**src/rtl/fetch_queue_if.sv**
```systemverilog
// fetch_queue_if: fetch/decode handshake bundle for fetch_queue.
//   Fetch side:  fetch_en, redirect, redirect_pc (to queue); imem_addr (from queue),
//                imem_rdata (to queue, combinational instruction at imem_addr).
//   Decode side: dec_stall (to queue); dec_valid, dec_instr, dec_pc, dec_pcplus4,
//                count, full, empty (from queue).
//   slave  modport: the fetch queue itself.
//   master modport: the surrounding pipeline / memory that drives it.
interface fetch_queue_if #(
    parameter int unsigned XLEN  = 32,
    parameter int unsigned DEPTH = 4
);
    localparam int unsigned CW = $clog2(DEPTH) + 1;

    logic            fetch_en;
    logic            redirect;
    logic [XLEN-1:0] redirect_pc;
    logic [XLEN-1:0] imem_addr;
    logic [31:0]     imem_rdata;
    logic            dec_stall;
    logic            dec_valid;
    logic [31:0]     dec_instr;
    logic [XLEN-1:0] dec_pc;
    logic [XLEN-1:0] dec_pcplus4;
    logic [CW-1:0]   count;
    logic            full;
    logic            empty;

    modport slave (
        input  fetch_en, redirect, redirect_pc, imem_rdata, dec_stall,
        output imem_addr, dec_valid, dec_instr, dec_pc, dec_pcplus4, count, full, empty
    );

    modport master (
        output fetch_en, redirect, redirect_pc, imem_rdata, dec_stall,
        input  imem_addr, dec_valid, dec_instr, dec_pc, dec_pcplus4, count, full, empty
    );
endinterface

```
**src/rtl/fetch_queue.sv**
```systemverilog
// fetch_queue: instruction fetch queue between instruction memory and decode.
//   Owns the fetch PC, fetches one sequential instruction per cycle and buffers up
//   to DEPTH {instr, pc, pc+4} entries so a decode stall does not freeze fetch.
//   A redirect (taken branch/jump) flushes the queue and reloads the PC.
// Ports:
//   clk    - clock, all state updates on the rising edge
//   reset  - synchronous, active-low reset (wins over every other input)
//   fq     - fetch_queue_if.slave bundle (fetch request, imem read, decode head)
module fetch_queue #(
    parameter int unsigned     XLEN     = 32,
    parameter int unsigned     DEPTH    = 4,
    parameter logic [XLEN-1:0] RESET_PC = '0,
    parameter logic [31:0]     NOP      = 32'h0000_0013
) (
    input  logic          clk,
    input  logic          reset,
    fetch_queue_if.slave  fq
);
    localparam int unsigned PW = $clog2(DEPTH);
    localparam int unsigned CW = PW + 1;

    logic [XLEN-1:0] pc_q, pc_d;
    logic [PW-1:0]   rd_ptr_q, rd_ptr_d;
    logic [PW-1:0]   wr_ptr_q, wr_ptr_d;
    logic [CW-1:0]   count_q, count_d;
    logic [31:0]     instr_q [DEPTH];
    logic [31:0]     instr_d [DEPTH];
    logic [XLEN-1:0] epc_q   [DEPTH];
    logic [XLEN-1:0] epc_d   [DEPTH];

    logic valid;
    logic full;
    logic pop;
    logic push;

    assign valid = (count_q != '0);
    assign full  = (count_q == CW'(DEPTH));

    // Pop only a valid head; push into a full queue only when the head leaves
    // in the same cycle. Redirect suppresses the push of the wrong-path word.
    assign pop  = valid & ~fq.dec_stall;
    assign push = fq.fetch_en & ~fq.redirect & (~full | pop);

    always_comb begin
        pc_d     = pc_q;
        rd_ptr_d = rd_ptr_q;
        wr_ptr_d = wr_ptr_q;
        count_d  = count_q;
        instr_d  = instr_q;
        epc_d    = epc_q;

        if (fq.redirect) begin
            // Flush: the head and the in-flight imem word are both discarded.
            pc_d     = fq.redirect_pc;
            rd_ptr_d = '0;
            wr_ptr_d = '0;
            count_d  = '0;
        end else begin
            if (push) begin
                instr_d[wr_ptr_q] = fq.imem_rdata;
                epc_d[wr_ptr_q]   = pc_q;
                wr_ptr_d          = wr_ptr_q + PW'(1);
                pc_d              = pc_q + XLEN'(4);
            end
            if (pop) begin
                rd_ptr_d = rd_ptr_q + PW'(1);
            end
            case ({push, pop})
                2'b10:   count_d = count_q + CW'(1);
                2'b01:   count_d = count_q - CW'(1);
                default: count_d = count_q;
            endcase
        end
    end

    always_ff @(posedge clk) begin
        if (!reset) begin
            pc_q     <= RESET_PC;
            rd_ptr_q <= '0;
            wr_ptr_q <= '0;
            count_q  <= '0;
            for (int unsigned i = 0; i < DEPTH; i++) begin
                instr_q[i] <= '0;
                epc_q[i]   <= '0;
            end
        end else begin
            pc_q     <= pc_d;
            rd_ptr_q <= rd_ptr_d;
            wr_ptr_q <= wr_ptr_d;
            count_q  <= count_d;
            instr_q  <= instr_d;
            epc_q    <= epc_d;
        end
    end

    // Show-ahead head; the pc+4 field is derived from the stored pc.
    assign fq.imem_addr   = pc_q;
    assign fq.dec_valid   = valid;
    assign fq.dec_instr   = valid ? instr_q[rd_ptr_q] : NOP;
    assign fq.dec_pc      = valid ? epc_q[rd_ptr_q] : '0;
    assign fq.dec_pcplus4 = valid ? (epc_q[rd_ptr_q] + XLEN'(4)) : '0;
    assign fq.count       = count_q;
    assign fq.full        = full;
    assign fq.empty       = ~valid;
endmodule

```
**src/flat_wrapper.sv**
```systemverilog
// flat-port wrapper written by rule: the top's interface ports become plain ports
module fetch_queue_flat 
#(
    parameter int unsigned     XLEN     = 32,
    parameter int unsigned     DEPTH    = 4,
    parameter logic [XLEN-1:0] RESET_PC = '0,
    parameter logic [31:0]     NOP      = 32'h0000_0013
)
  (clk, reset, fq_fetch_en, fq_redirect, fq_redirect_pc, fq_imem_rdata, fq_dec_stall, fq_imem_addr, fq_dec_valid, fq_dec_instr, fq_dec_pc, fq_dec_pcplus4, fq_count, fq_full, fq_empty);
  fetch_queue_if #(.XLEN(XLEN), .DEPTH(DEPTH)) fq_i ();
  input  logic clk;
  input  logic reset;
  input wire logic [$bits(fq_i.fetch_en)-1:0] fq_fetch_en;
  input wire logic [$bits(fq_i.redirect)-1:0] fq_redirect;
  input wire logic [$bits(fq_i.redirect_pc)-1:0] fq_redirect_pc;
  input wire logic [$bits(fq_i.imem_rdata)-1:0] fq_imem_rdata;
  input wire logic [$bits(fq_i.dec_stall)-1:0] fq_dec_stall;
  output wire logic [$bits(fq_i.imem_addr)-1:0] fq_imem_addr;
  output wire logic [$bits(fq_i.dec_valid)-1:0] fq_dec_valid;
  output wire logic [$bits(fq_i.dec_instr)-1:0] fq_dec_instr;
  output wire logic [$bits(fq_i.dec_pc)-1:0] fq_dec_pc;
  output wire logic [$bits(fq_i.dec_pcplus4)-1:0] fq_dec_pcplus4;
  output wire logic [$bits(fq_i.count)-1:0] fq_count;
  output wire logic [$bits(fq_i.full)-1:0] fq_full;
  output wire logic [$bits(fq_i.empty)-1:0] fq_empty;
  assign fq_i.fetch_en = fq_fetch_en;
  assign fq_i.redirect = fq_redirect;
  assign fq_i.redirect_pc = fq_redirect_pc;
  assign fq_i.imem_rdata = fq_imem_rdata;
  assign fq_i.dec_stall = fq_dec_stall;
  assign fq_imem_addr = fq_i.imem_addr;
  assign fq_dec_valid = fq_i.dec_valid;
  assign fq_dec_instr = fq_i.dec_instr;
  assign fq_dec_pc = fq_i.dec_pc;
  assign fq_dec_pcplus4 = fq_i.dec_pcplus4;
  assign fq_count = fq_i.count;
  assign fq_full = fq_i.full;
  assign fq_empty = fq_i.empty;
  fetch_queue #(.XLEN(XLEN), .DEPTH(DEPTH), .RESET_PC(RESET_PC), .NOP(NOP)) u_core (.clk(clk), .reset(reset), .fq(fq_i));
endmodule
```
**config.mk**
```make
export PLATFORM = sky130hd
export DESIGN_NAME = fetch_queue_flat
export DESIGN_NICKNAME = d
export VERILOG_FILES = /design/src/rtl/fetch_queue_if.sv /design/src/rtl/fetch_queue.sv /design/src/flat_wrapper.sv
export SDC_FILE = /design/constraint.sdc
export NUM_CORES = 1
export LEC_CHECK = 0
export CORE_MARGIN = 3
export CORE_UTILIZATION = 40
export CTS_CLUSTER_DIAMETER = 40
export CTS_CLUSTER_SIZE = 8
export DETAILED_ROUTE_END_ITERATION = 8
export PLACE_DENSITY_LB_ADDON = 0.2
export SETUP_SLACK_MARGIN = 0.4
export SKIP_CTS_REPAIR_TIMING = 1
export SYNTH_ARGS = -nofsm -noshare
export SYNTH_HDL_FRONTEND = slang
export SYNTH_SLANG_ARGS = --single-unit
```
**constraint.sdc**
```tcl
create_clock -name clk -period 3.7 [get_ports clk]
set_input_delay 0.74 -clock clk [delete_from_list [all_inputs] [get_ports clk]]
set_output_delay 0.74 -clock clk [all_outputs]
set_load 0.01 [all_outputs]
```
==> metrics.md <==
| Metric | Value |
|---|---|
| Switching Power | 1.809 mW |
| Primary FF master, synth | dfxtp_1 |
| Row count | 68 |
| Xor/xnor share of the synthesized area | 0.01899 |
| Main combinational cell family by area after synthesis | simple AND/OR/NAND/NOR gates |
| Total CTS buffers | 46 |
| Vias in the first global route | 12,240 |
| RSZ-0062 raised after global routing | yes |
| Mux share of post-synthesis cell area | 0.1103 |
| Initial core utilization | 0.4099 |
| DP Cell Count | 2,244 |
| Residual DRC | 0 |
| Endpoints failing setup | 6 |
| Vias per cell | 5.375 |
| Die Y | 195.1 um |
| Synth Area in Compound Gates | 0.1659 |
| Syn nets | 1,751 |
| Post-route cell area | 19,160 um2 |
| Die width | 195.1 um |
| Final HPWL DP | 27,710 um |
| Commonest non-fill, non-tap cell in the layout | nand2_1 |
| CP Capture Type | output port |
| CP max FO | 6 |
| Slew @ Worst Pin | 602.4 ps |
| Yosys warning count | 0 |
| Cell count after synthesis | 1,674 |
| First-pass GRT wire length | 68,650 um |
| Met1 Track Usage GR | 0.3247 |
| WHS | 449.8 ps |
| Post-Route Utilization | 0.5491 |
| Switching Fraction | 0.2280 |
| Adder-Cell Fraction of Synth Area | 0.007525 |
| Commonest non-fill, non-tap cells in the layout | nand2_1 (537), dfxtp_1 (293), a21boi_0 (179), clkdlybuf4s50_1 (124), a21boi_1 (77) |
| All-layer global routing usage | 0.2212 |
| Placed Area | 16,960 um2 |
| Layout cell share with drive strength beyond 1 | 0.1661 |
| FF+latch count, synth | 295 |
| Routed WL | 44,490 um |
| IO Pins | 203 |
| Critical path type | reg2out |
| Worst skew pair latency | 540 ps |
| Max Transition Viols Final | 0 |
| PortBufs | 202 |
| Routed WL per cell | 18.81 um |
| Worst EP required | 2960 ps |
| Remaining antenna violation count after routing | 0 |
| Nets | 1,967 |
| Vias | 12,710 |
| Number of max-cap violations | 0 |
| Slowest stage cell, crit path | mux4_2 |
| Clock sinks | 295 |
| Clock-pin transition on the worst setup and hold timing paths | 50 ps |
| Int Pwr | 6.126 mW |
| GRT met3 Usage | 0.03692 |
| Clk buf depth | 3 |
| Comb power frac | 0.079 |
| Max incr delay on CP | 430 ps |
| Dpl ws | 40.80 ps |
| Relative slew slack | 0.5984 |
| Post-synth cell types | 54 |
| Layer with the highest usage | met2 |
| Fin. Hold Viols | 0 |
| Sequential fraction of design power | 0.420 |
| Post-synth EDFFs | 0 |
| Post-synthesis sequential area ratio | 0.4130 |
| Min setup slack post-route | -32.85 ps |
| Worst hold path class | reg2reg |
| Share of total power in the clock network | 0.501 |
| Non-filler cells, final | 2,365 |
| Gpl congestion | 0.8231 |
| Area Overhead vs Synth | 33.97% |
| Initial DRC Count | 907 |
| TritonRoute pass-1 iters | 5 |
| GRT overflow | 0 |
| CTS tree | yes |
| Pin count of the biggest net entering global routing | 158 |
| H-tree depth | 2 |
| Setup TNS | -87.77 ps |
| Async SR Flop Fraction | 0 |
| Core area | 34,880 um2 |
| Tcrit/Tclk final | 1.009 |
| Fmax | 267.9 MHz |
| Failing checks | setup timing |
| Outcome | finished with violations |
| Fin crit period | 3733 ps |
| Synthesized area per cell | 8.542 um2 |
| Crit-path cells | buf_6 > buf_4 > mux4_2 > and4_4 > nand3b_1 > buf_6 > buf_4 > nor4_4 > mux2_4 > clkbuf_2 |
| Synth Cell Area | 14,300 um2 |
| Critical path arrival | 2990 ps |
| Critical Path Start Type | flip-flop |
| Met2 usage in global routing | 0.3427 |
| Worst Skew | 12.57 ps |
| Final Power | 7.936 mW |
| Root buf cell | clkbuf_16 |
| LEAKAGE | 7.527 nW |
| Initial antenna violation count | 2 |
| Worst VDD drop | 0.3404 mV |
| Power Density | 414.3 nW/um2 |
| Post-Synth Simple-Gate Area | 0.2383 |
| Die Area | 38,050 um2 |
-- layer usage --
metal  up-vias  routed length, um
met5         -                  0
met1      6172              21160
li1       6098                  -
met2       380              19930
met4         0                846
met3        63               2555
-- worst paths after layout --
kind                              to  slack, ps          startpoint  cells after the start
setup reg to reg  u_core.fq.count[2]       1030  u_core.fq.count[2]                     10
hold reg to reg     u_core.epc_q[72]        450    u_core.epc_q[72]                      2
setup / recovery  fq_dec_pcplus4[24]        -30  u_core.rd_ptr_q[0]                     10
hold / removal      u_core.epc_q[72]        450    u_core.epc_q[72]                      2
-- worst max-delay path, delay by kind of cell, from the launching register on --
| family | cells | cell delay, ps |
|---|---|---|
| multiplexers | 2 | 750 |
| AND/OR/NAND/NOR | 3 | 640 |
| flip-flops | 1 | 380 |
| buffers and inverters | 5 | 670 |
-- power by group through the flow --
stage / clock network, mW / logic (mW) / registers (mW)
2_1_floorplan: 0 / 0.314 / 3.36
3_3_place_gp: 0 / 0.594 / 3.39
3_5_place_dp: 0 / 0.600 / 3.39
4_1_cts: 4.05 / 0.602 / 3.33
5_1_grt: 4.20 / 0.674 / 3.34
6_report: 3.98 / 0.624 / 3.33
-- cell type report --
cell class | count | area (um2)
antenna | 1 | 2.502
tap | 455 | 569.3
clock inverter | 4 | 72.57
multi-input combinational | 1217 | 7956
inverter | 19 | 71.32
sequential | 295 | 5913
fill | 3142 | 15730
timing repair buffer | 311 | 3252
clock buffer | 63 | 1319
-- logic make-up (layout without fill, tap and decap cells) --
group,after synthesis,count (layout)
XOR/XNOR,31,31
other,0,1
flip-flops,295,295
AND/OR/NAND/NOR,774,774
buffers and inverters,162,397
multiplexers,76,76
adder cells (fa/ha/maj),8,8
AO/OA/AOI/OAI,328,328
-- registers in the layout (all words and copies together) (netlist names) --
| register | count |
|---|---|
| u_core.epc_q | 128 |
| u_core.fq.count | 3 |
| u_core.rd_ptr_q | 2 |
| u_core.fq.imem_addr | 32 |
| u_core.instr_q | 128 |
| u_core.wr_ptr_q | 2 |
-- synthesized netlist by cell type, types with 2 or more instances --
cell,n,share of area
nor4bb_1,2,0.0014
xnor2_1,15,0.0092
xor2_1,16,0.0098
buf_4,5,0.0026
nor2_1,40,0.011
o211a_1,6,0.0042
nor3b_1,3,0.0016
clkbuf_1,105,0.028
a21boi_1,77,0.040
dfxtp_1,295,0.41
a311oi_1,6,0.0037
nand4_1,17,0.0074
nor2b_1,6,0.0026
o211ai_1,2,0.0010
o311a_1,2,0.0014
a21boi_0,179,0.094
or2_2,3,0.0013
buf_1,25,0.0066
a211oi_1,2,0.0010
nor3_1,20,0.0070
a21oi_1,17,0.0060
nand2_1,543,0.14
inv_1,18,0.0047
a31oi_1,4,0.0017
nand3_1,22,0.0077
mux2_1,5,0.0039
buf_2,6,0.0021
or3_1,7,0.0031
and3_1,8,0.0035
nor4_1,8,0.0035
and2_1,68,0.030
mux2_2,4,0.0031
mux4_2,63,0.099
ha_1,7,0.0061
mux2i_1,3,0.0021
or2_1,2,0.00087
nand2b_1,3,0.0013
or4_1,7,0.0037
o31ai_1,3,0.0016
and4_1,9,0.0055
o21ai_0,28,0.0098
No activity file was read; power rests on OpenSTA's default activity.
